## src/rtl/seg_scan_if.sv

```systemverilog
`default_nettype none
// ============================================================================
// Interface : seg_scan_if
// Purpose   : Control inputs and digit-scan outputs of seg_scan_ctrl.
//             master = system side driving the controls, slave = scan controller.
// Options   : SEG_SCAN_DIM_EN adds the per-digit duty (dimming) control.
// Revision  : 1.0 - initial release
// ============================================================================
interface seg_scan_if #(
  parameter int NUM_DIGITS = 4,
  parameter int DIV_WIDTH  = 16
);
  localparam int SEL_W = $clog2(NUM_DIGITS);

  logic                  enable;
  logic [DIV_WIDTH-1:0]  div_value;
  logic [NUM_DIGITS-1:0] digit_mask;
`ifdef SEG_SCAN_DIM_EN
  logic [DIV_WIDTH-1:0]  duty;
`endif
  logic [SEL_W-1:0]      SEL;
  logic [NUM_DIGITS-1:0] CAT;
  logic                  frame_tick;

`ifdef SEG_SCAN_DIM_EN
  modport master (output enable, div_value, digit_mask, duty,
                  input  SEL, CAT, frame_tick);
  modport slave  (input  enable, div_value, digit_mask, duty,
                  output SEL, CAT, frame_tick);
`else
  modport master (output enable, div_value, digit_mask,
                  input  SEL, CAT, frame_tick);
  modport slave  (input  enable, div_value, digit_mask,
                  output SEL, CAT, frame_tick);
`endif
endinterface
`default_nettype wire

```

## src/rtl/seg_scan_ctrl.sv

```systemverilog
`default_nettype none
// ============================================================================
// Module   : seg_scan_ctrl
// Purpose  : Multiplexed 7-segment scan controller. Steps through the enabled
//            digits, holding each for div_value+1 clocks, with an all-off
//            blanking gap of BLANK_CYCLES clocks between digits.
// Options  : SEG_SCAN_DIM_EN adds a duty input that shortens the lit part of
//            each digit's dwell (brightness control).
// Revision : 1.0 - initial release
// ============================================================================
module seg_scan_ctrl #(
  parameter int NUM_DIGITS     = 4,
  parameter int DIV_WIDTH      = 16,
  parameter int BLANK_CYCLES   = 2,
  parameter bit CAT_ACTIVE_LOW = 1'b0
) (
  input wire        clock,
  input wire        reset,
  seg_scan_if.slave bus
);

  localparam int SEL_W = $clog2(NUM_DIGITS);

  // Inactive CAT level: every bit off, inverted for active-low drivers
  localparam logic [NUM_DIGITS-1:0] c_cat_off = CAT_ACTIVE_LOW ? {NUM_DIGITS{1'b1}} : {NUM_DIGITS{1'b0}};

  typedef enum logic [1:0] {
    S_IDLE  = 2'd0,
    S_SHOW  = 2'd1,
    S_BLANK = 2'd2
  } state_e;

  state_e                r_state;
  logic [SEL_W-1:0]      r_sel;
  logic [NUM_DIGITS-1:0] r_cat;
  logic                  r_ft;
  logic [DIV_WIDTH-1:0]  r_cnt;
  logic [DIV_WIDTH-1:0]  r_dwell;

  // First set mask bit strictly after cur, wrapping; cur itself is checked last
  // so a single-digit mask selects the same digit again.
  function automatic logic [SEL_W-1:0] f_next_sel(input logic [NUM_DIGITS-1:0] mask,
                                                  input logic [SEL_W-1:0]      cur);
    logic [SEL_W-1:0] pick;
    logic             found;
    pick  = cur;
    found = 1'b0;
    for (int i = 1; i <= NUM_DIGITS; i++) begin
      int idx;
      idx = (int'(cur) + i) % NUM_DIGITS;
      if (!found && mask[idx]) begin
        found = 1'b1;
        pick  = SEL_W'(idx);
      end
    end
    return pick;
  endfunction

  // Digit i drives CAT bit NUM_DIGITS-1-i; lit=0 gives the inactive pattern
  function automatic logic [NUM_DIGITS-1:0] f_cat(input logic [SEL_W-1:0] sel,
                                                  input logic             lit);
    logic [NUM_DIGITS-1:0] onehot;
    onehot = '0;
    if (lit) onehot[NUM_DIGITS-1-int'(sel)] = 1'b1;
    return onehot ^ c_cat_off;
  endfunction

  logic             w_mask_any;
  logic [SEL_W-1:0] w_first_sel;
  logic [SEL_W-1:0] w_adv_sel;
  logic             w_dwell_done;
  logic             w_blank_done;
  logic             w_enter_show;
  logic [SEL_W-1:0] w_entry_sel;
  logic             w_entry_ft;
  logic             w_lit_entry;
  logic             w_lit_next;

  assign w_mask_any   = |bus.digit_mask;
  // Searching "after" the top digit yields the lowest set bit
  assign w_first_sel  = f_next_sel(bus.digit_mask, SEL_W'(NUM_DIGITS - 1));
  assign w_adv_sel    = f_next_sel(bus.digit_mask, r_sel);
  assign w_dwell_done = (r_cnt == r_dwell);
  // With no gap configured, BLANK is only used as the wait state for an empty mask
  assign w_blank_done = (BLANK_CYCLES == 0) || (r_cnt == DIV_WIDTH'(BLANK_CYCLES - 1));

  // A new digit starts from IDLE, at the end of a gap-less dwell, or once the gap
  // is over; with an empty mask the FSM parks in BLANK and retries every clock.
  assign w_enter_show = w_mask_any &&
                        ((r_state == S_IDLE) ||
                         (r_state == S_SHOW  && w_dwell_done && BLANK_CYCLES == 0) ||
                         (r_state == S_BLANK && w_blank_done));
  assign w_entry_sel  = (r_state == S_IDLE) ? w_first_sel : w_adv_sel;
  // Moving to the same or a lower index means the scan wrapped: new frame
  assign w_entry_ft   = (r_state == S_IDLE) ? 1'b1 : (w_adv_sel <= r_sel);

`ifdef SEG_SCAN_DIM_EN
  logic [DIV_WIDTH-1:0] r_duty;
  assign w_lit_entry = (bus.duty != '0);
  assign w_lit_next  = ((r_cnt + DIV_WIDTH'(1)) < r_duty);
`else
  assign w_lit_entry = 1'b1;
  assign w_lit_next  = 1'b1;
`endif

  // Scan sequencer: state, digit index, dwell/gap counter and registered outputs
  always_ff @(posedge clock or negedge reset) begin
    if (!reset) begin
      r_state <= S_IDLE;
      r_sel   <= '0;
      r_cat   <= c_cat_off;
      r_ft    <= 1'b0;
      r_cnt   <= '0;
      r_dwell <= '0;
`ifdef SEG_SCAN_DIM_EN
      r_duty  <= '0;
`endif
    end else if (!bus.enable) begin
      r_state <= S_IDLE;
      r_sel   <= '0;
      r_cat   <= c_cat_off;
      r_ft    <= 1'b0;
      r_cnt   <= '0;
    end else if (w_enter_show) begin
      r_state <= S_SHOW;
      r_sel   <= w_entry_sel;
      r_cat   <= f_cat(w_entry_sel, w_lit_entry);
      r_ft    <= w_entry_ft;
      r_cnt   <= '0;
      r_dwell <= bus.div_value;
`ifdef SEG_SCAN_DIM_EN
      r_duty  <= bus.duty;
`endif
    end else begin
      r_ft <= 1'b0;
      case (r_state)
        S_IDLE: begin
          r_cat <= c_cat_off;
        end
        S_SHOW: begin
          if (w_dwell_done) begin
            r_state <= S_BLANK;
            r_cnt   <= '0;
            r_cat   <= c_cat_off;
          end else begin
            r_cnt <= r_cnt + DIV_WIDTH'(1);
            r_cat <= f_cat(r_sel, w_lit_next);
          end
        end
        S_BLANK: begin
          // Counter holds once the gap is over so an empty mask keeps retrying
          if (!w_blank_done) r_cnt <= r_cnt + DIV_WIDTH'(1);
          r_cat <= c_cat_off;
        end
        default: begin
          r_state <= S_IDLE;
          r_sel   <= '0;
          r_cat   <= c_cat_off;
          r_cnt   <= '0;
        end
      endcase
    end
  end

  assign bus.SEL        = r_sel;
  assign bus.CAT        = r_cat;
  assign bus.frame_tick = r_ft;

endmodule
`default_nettype wire

```

## src/flat_wrapper.sv

```systemverilog
// flat-port wrapper written by rule: the top's interface ports become plain ports
module seg_scan_ctrl_flat 
#(
  parameter int NUM_DIGITS     = 4,
  parameter int DIV_WIDTH      = 16,
  parameter int BLANK_CYCLES   = 2,
  parameter bit CAT_ACTIVE_LOW = 1'b0
)
  (clock, reset, bus_enable, bus_div_value, bus_digit_mask, bus_SEL, bus_CAT, bus_frame_tick);
  seg_scan_if #(.NUM_DIGITS(NUM_DIGITS), .DIV_WIDTH(DIV_WIDTH)) bus_i ();
  input wire clock;
  input wire reset;
  input wire logic [$bits(bus_i.enable)-1:0] bus_enable;
  input wire logic [$bits(bus_i.div_value)-1:0] bus_div_value;
  input wire logic [$bits(bus_i.digit_mask)-1:0] bus_digit_mask;
  output wire logic [$bits(bus_i.SEL)-1:0] bus_SEL;
  output wire logic [$bits(bus_i.CAT)-1:0] bus_CAT;
  output wire logic [$bits(bus_i.frame_tick)-1:0] bus_frame_tick;
  assign bus_i.enable = bus_enable;
  assign bus_i.div_value = bus_div_value;
  assign bus_i.digit_mask = bus_digit_mask;
  assign bus_SEL = bus_i.SEL;
  assign bus_CAT = bus_i.CAT;
  assign bus_frame_tick = bus_i.frame_tick;
  seg_scan_ctrl #(.NUM_DIGITS(NUM_DIGITS), .DIV_WIDTH(DIV_WIDTH), .BLANK_CYCLES(BLANK_CYCLES), .CAT_ACTIVE_LOW(CAT_ACTIVE_LOW)) u_core (.clock(clock), .reset(reset), .bus(bus_i));
endmodule
```

## config.mk

```make
export PLATFORM = sky130hd
export DESIGN_NAME = seg_scan_ctrl_flat
export DESIGN_NICKNAME = d
export VERILOG_FILES = /design/src/rtl/seg_scan_if.sv /design/src/rtl/seg_scan_ctrl.sv /design/src/flat_wrapper.sv
export SDC_FILE = /design/constraint.sdc
export NUM_CORES = 1
export LEC_CHECK = 0
export ABC_AREA = 1
export ABC_CLOCK_PERIOD_IN_PS = 4300
export BUFFER_PORTS_ARGS = -buffer_cell sky130_fd_sc_hd__buf_2
export CAP_MARGIN = 30
export CELL_PAD_IN_SITES_DETAIL_PLACEMENT = 2
export CELL_PAD_IN_SITES_GLOBAL_PLACEMENT = 2
export CORE_MARGIN = 2
export CORE_UTILIZATION = 28
export DETAILED_ROUTE_END_ITERATION = 10
export GPL_TIMING_DRIVEN = 0
export PLACE_DENSITY_LB_ADDON = 0.1
export SLEW_MARGIN = 40
export SYNTH_ARGS = -nofsm -noshare
export SYNTH_HDL_FRONTEND = slang
export SYNTH_SLANG_ARGS = --single-unit
export TNS_END_PERCENT = 30
```

## constraint.sdc

```tcl
create_clock -name clock -period 4.3 [get_ports clock]
set_input_delay 0.215 -clock clock [delete_from_list [all_inputs] [get_ports clock]]
set_output_delay 0.215 -clock clock [all_outputs]
set_load 0.01 [all_outputs]
```

* Word-level counts from Yosys, hierarchy flattened
Cells that the tools add are included.
** Word-level totals
- Register bits after elaboration :: 41
- Latch bits :: 0
- Bits in writable memories :: 0
- ROM bits :: 0
- Output and inout port bits :: 7
- Word-level logic and storage cells :: 113
- Memories :: 0
** Operators by class
- $add $sub $neg :: 7
- Multipliers :: 0
- Divide/modulo/power cells :: 0
- $lt $le $gt $ge :: 9
- Equality and inequality tests :: 9
- Shifts and indexed selects :: 0
- Multiplexer cells :: 50
- Bitwise logic cells :: 4
- Reduce and logical (&&, ||, !) cells :: 28
** Operators with widths (count)
- $ge 32x1->1 const B :: 2
- $lt 32x4->1 const B :: 2
- $mux 16 :: 4
- $pmux 16 s3 :: 1
- $mux 2 :: 15
- $mux 1 :: 19
- $add 16x1->16 const B :: 1
- $eq 16x1->1 const B :: 1
- $eq 16x16->1 :: 1
- $lt 3x4->1 const B :: 4
- $mux 4 :: 4
- $logic_and 1x1->1 :: 10
- $reduce_or 2->1 :: 5
- $ne 3x2->1 const B :: 3
- $bmux 1 s2 :: 4
- $logic_not 1->1 :: 6
- $reduce_and 2->1 :: 3
- $sub 2x2->3 const A :: 2
- $add 2x1->2 const B :: 2
- $add 2x2->2 const B :: 2
- $and 1x1->1 const A :: 4
- $demux 1 s2 :: 2
- $ne 4x2->1 const B :: 1
- $ne 4x4->1 const B :: 1
- other kinds (8) :: 8

* Depth between registers and ports, before layout
- Word-level depth :: 24
- Depth in mapped cells :: 15
- Depth with buffers taken out :: 15

* Worst setup path before layout
Ideal clock, no wire load.
- Kind :: reg2reg
- From :: reg u_core.r_sel[0] (netlist: u_core.bus.SEL[0])
- To :: reg u_core.r_ft (netlist: u_core.bus.frame_tick)
- Setup time :: 77 ps
- Data arrival time :: 2055 ps
- Data required time :: 4223 ps
- Path slack :: 2168 ps
- Stages on the path, launching flop included :: 15
- Path buffers :: 0
- Clock period less this slack :: 2132 ps
- Path through :: dfrtp_1 > inv_2 > ha_1 > inv_1 > nand3_2 > nand2_1 > inv_2 > nand3_2 > nand2_1 > nand2_1 > inv_1 > ha_1 > a21oi_1 > a21oi_1 > a21oi_1
** Between the ends
- Word-level cells in the longest chain between the ends :: 18
- Elaborated cells between the ends (all ways) :: 33
- Those cells by class :: add/sub: 4; order compare: 1; mux: 22; reduce/logical: 6
** RTL lines
- start: declaration :: RTL line seg_scan_ctrl.sv:34 : logic [SEL_W-1:0] r_sel;
- start signal: assignment :: RTL line seg_scan_ctrl.sv:126 : r_sel <= w_entry_sel;
- $add 2x1->2 :: RTL line seg_scan_ctrl.sv:50 : idx = (int'(cur) + i) % NUM_DIGITS;
- $bmux 1 s2 :: RTL line seg_scan_ctrl.sv:51 : if (!found && mask[idx]) begin
- $mux 1 (implied by the code) (2 in a row) :: RTL line seg_scan_ctrl.sv:51
- $mux 1 :: RTL line seg_scan_ctrl.sv:51
- $logic_not 1->1 :: RTL line seg_scan_ctrl.sv:51
- $logic_and 1x1->1 :: RTL line seg_scan_ctrl.sv:51
- $mux 1 :: RTL line seg_scan_ctrl.sv:51
- $logic_not 1->1 :: RTL line seg_scan_ctrl.sv:51
- $logic_and 1x1->1 :: RTL line seg_scan_ctrl.sv:51
- $mux 1 :: RTL line seg_scan_ctrl.sv:51
- $logic_not 1->1 :: RTL line seg_scan_ctrl.sv:51
- $logic_and 1x1->1 :: RTL line seg_scan_ctrl.sv:51
- $mux 2 :: RTL line seg_scan_ctrl.sv:51
- $le 2x2->1 * :: RTL line seg_scan_ctrl.sv:95 : assign w_entry_ft = (r_state == S_IDLE) ? 1'b1 : (w_adv_sel <= r_sel);
- $mux 1 * :: RTL line seg_scan_ctrl.sv:95
- $mux 1 * :: RTL line seg_scan_ctrl.sv:124 : end else if (w_enter_show) begin
- $mux 1 * :: RTL line seg_scan_ctrl.sv:118 : end else if (!bus.enable) begin
- end signal: assignment :: RTL line seg_scan_ctrl.sv:128 : r_ft <= w_entry_ft;
- end: declaration :: RTL line seg_scan_ctrl.sv:36 : logic r_ft;
Mark *: on every way between the ends. The rest lies on a longest branch, timed or not. The select of a mux whose other input is x is not followed.
A chain may end at the register's enable or synchronous reset.

* Final worst setup path
Same ends and word-level chain as after synthesis.

==> impl_metrics.py <==
metrics = {
    "run_status": {
        "status": "complete, no violations",
    },
    "min_path": {
        "hold_path_depth": 2,
        "hold_path.class": "input port to register",
        "hp-start": "bus_div_value[5]",
        "whs_endpoint": "u_core.r_dwell[5]",
    },
    "layout": {
        "nets": 445,
        "diodes": 0,
        "regArea_um2": 1030,
        "fillers": 1118,
        "syn_to_final_growth_pct": 15.8,
        "fin_area_um2": 3030,
        "final_common_cell": "nand2_1",
        "fin_util_pct": 33.2,
        "final_cells": 522,
        "multi_input_area_um2": 1340,
        "final_layout_size_suffix_gt1_share_pct": 16.1,
        "layout_common_cells": "108 x nand2_1, 57 x inv_1, 49 x nor2_1, 41 x dfrtp_1, 31 x buf_2",
    },
    "clocking": {
        "clk_latency_ns": 0.30,
        "cts_max_level": 2,
        "clockRootBuffer": "clkbuf_8",
        "postCtsSetupRepairBufs": 0,
        "tritoncts": "done",
        "cts_hold_buf": 1,
        "ctsResizeCount": 0,
        "cts.sinks": 41,
        "cts_buffers": 5,
        "cts_buffer_depth": 2,
        "cts.clk_slew.worst_paths_ns": 0.09,
    },
    "global_routing": {
        "grt_pass1_wl_mm": 13.7,
        "grtUsageMet2_pct": 29.6,
        "grt_max_degree": 42,
        "grt_use_total_pct": 17.0,
        "grtUsageMet3_pct": 2.29,
        "grt_pass1_vias": 2760,
        "grt_util_met1_pct": 22.6,
        "antenna_found_initial": 0,
        "overflow": 0,
        "top_usage_layer": "met2",
    },
    "setup_path": {
        "timing.rr.start": "u_core.bus.SEL[0]",
        "crit_path_end_kind": "register",
        "crit_cells": 14,
        "crit_chain": "inv_2 > ha_1 > inv_1 > nand3_2 > nand2_1 > inv_2 > nand3_2 > nand2_1 > nand2_1 > inv_1 > ha_1 > a21oi_1 > a21oi_1 > a21oi_1",
        "cp.buffers_inverters": 4,
        "path_class": "register to register",
        "r2r-end": "u_core.bus.frame_tick",
        "ff2ff_path_depth": 14,
        "cp.arrival_ns": 2.75,
        "crit_family": "adder cells",
        "cpPeakStageDelay_ns": 0.59,
        "critPathSlowestCell": "dfrtp_1",
        "rrSetupSlack_ns": 1.77,
        "crit_fanout": 10,
        "required_ns": 4.52,
        "critPathLaunchType": "register",
    },
    "routing": {
        "wl_per_cell_um": 15.0,
        "vias": 2504,
        "drt-total-wl_mm": 7.82,
        "ant_nets": 0,
        "via_per_inst": 4.80,
        "first_pass_iters": 4,
        "drc": 0,
        "drtIter0Drc": 78,
    },
    "placed_design": {
        "place_inst": 513,
        "preCtsSetupSlack_ns": 1.75,
        "port_buffers": 29,
        "dpl_cell_area_um2": 2910,
        "place_congestion": 0.786,
        "hpwlAfterDp_mm": 6.10,
    },
    "sta": {
        "worst_slew_pin_slew_ns": 0.564,
        "hold_viol": 0,
        "setup_viol": 0,
        "min_period_over_period_pct": 58.9,
        "rsz0062_at_grt": "no",
        "max_freq_mhz": 395,
        "fin_setup_tns_ns": 0,
        "setup_ws_ns": 1.77,
        "min_period_ns": 2.53,
        "fin_hold_ws_ns": 0.150,
        "skew_ns": 0.00638,
        "slew_headroom_pct": 62.4,
        "drv_slew": 0,
    },
    "logic_synthesis": {
        "ys.flop_type": "dfrtp_1",
        "postSynth.asyncResetShare_pct": 100,
        "synth_edf_count": 0,
        "syn_area_per_cell_um2": 7.03,
        "ys_warn_count": 0,
        "synth_area_um2": 2620,
        "synthCells": 373,
        "ys_ff_latch": 41,
        "ys_types": 30,
        "syn_nets": 408,
        "ys_seq_area_share_pct": 39.1,
    },
    "pwr": {
        "power_mw": 1.18,
        "p_leak_nw": 1.61,
        "power_density_nw_per_um2": 389,
        "vdd_drop_max_mv": 0.138,
    },
    "job": {
        "maxCapViolations": 0,
    },
    "floorplanning": {
        "dieWidth_um": 101,
        "core-area_um2": 9150,
        "die_h_um": 101,
        "start_util_pct": 28.6,
        "fp-row-count": 35,
        "die-area_um2": 10200,
        "pin_count": 30,
    },
}
==> sequential cells by signal, summed over array words and instances, names as in the netlist <==
register,count
u_core.bus.CAT,4
u_core.r_cnt,16
u_core.bus.SEL,2
u_core.r_dwell,16
u_core.bus.frame_tick,1
u_core.r_state,2
==> area by class of cell <==
class,count,area share (%)
buffer,4,0.866
clock buffer,7,2.85
clock inverter,1,0.990
inverter,62,7.67
multi-input combinational,266,44.0
sequential,41,33.8
tap,111,4.58
timing repair buffer,30,5.20
==> power by group <==
group	total (mW)	switching, mW	leakage [nW]	internal (mW)
sequential	0.466	0.0316	0.520	0.434
combinational	0.375	0.246	1.03	0.129
clock	0.339	0.150	0.0585	0.190
==> synth_stat cells, types with 3 or more instances <==
cell | n | area share (%)
nand2_1 | 108 | 15
inv_2 | 5 | 0.72
xor2_1 | 5 | 1.7
buf_2 | 3 | 0.57
nand2_4 | 3 | 1.3
inv_1 | 57 | 8.2
nor2_2 | 3 | 0.72
nand4_1 | 6 | 1.4
dfrtp_1 | 41 | 39
nor2_1 | 49 | 7.0
o21ai_0 | 7 | 1.3
nand3_1 | 20 | 3.8
o21ai_1 | 3 | 0.57
nand2_2 | 7 | 1.7
a21oi_1 | 26 | 5.0
nand3_2 | 3 | 1.1
ha_1 | 12 | 5.7
==> layer usage <==
metal / vias up / routed length, um
met4: 0 / 62
met5: - / 0
met2: 18 / 3890
met3: 4 / 127
met1: 1252 / 3740
li1: 1230 / -
==> cells by family (layout without fill, tap and decap cells) <==
family | after synthesis | after routing | share of synthesized area [%]
buf+inv | 66 | 104 | 9.88
xor+xnor | 5 | 5 | 1.67
compound gates | 40 | 40 | 7.92
simple gates | 208 | 208 | 35.2
flops | 41 | 41 | 39.1
mux | 1 | 1 | 0.430
fa+ha+maj | 12 | 12 | 5.73
==> worst reg2reg max path, cell delays in order (launching register included) <==
cell     delay (ns)
dfrtp_1        0.59
inv_2          0.19
ha_1           0.40
inv_1          0.12
nand3_2        0.11
nand2_1        0.11
inv_2          0.05
nand3_2        0.06
nand2_1        0.07
nand2_1        0.06
inv_1          0.04
ha_1           0.28
a21oi_1        0.18
a21oi_1        0.07
a21oi_1        0.15
==> how the worst max path moves through the flow <==
stage                      start                    end  slack, ns
2_1_floorplan  u_core.bus.SEL[0]  u_core.bus.frame_tick       2.17
3_3_place_gp   u_core.bus.SEL[0]  u_core.bus.frame_tick       1.87
3_5_place_dp   u_core.bus.SEL[0]  u_core.bus.frame_tick       1.75
4_1_cts        u_core.bus.SEL[0]  u_core.bus.frame_tick       1.71
5_1_grt        u_core.bus.SEL[0]  u_core.bus.frame_tick       1.58
6_report       u_core.bus.SEL[0]  u_core.bus.frame_tick       1.77
Power figures use the tool's default switching activity.
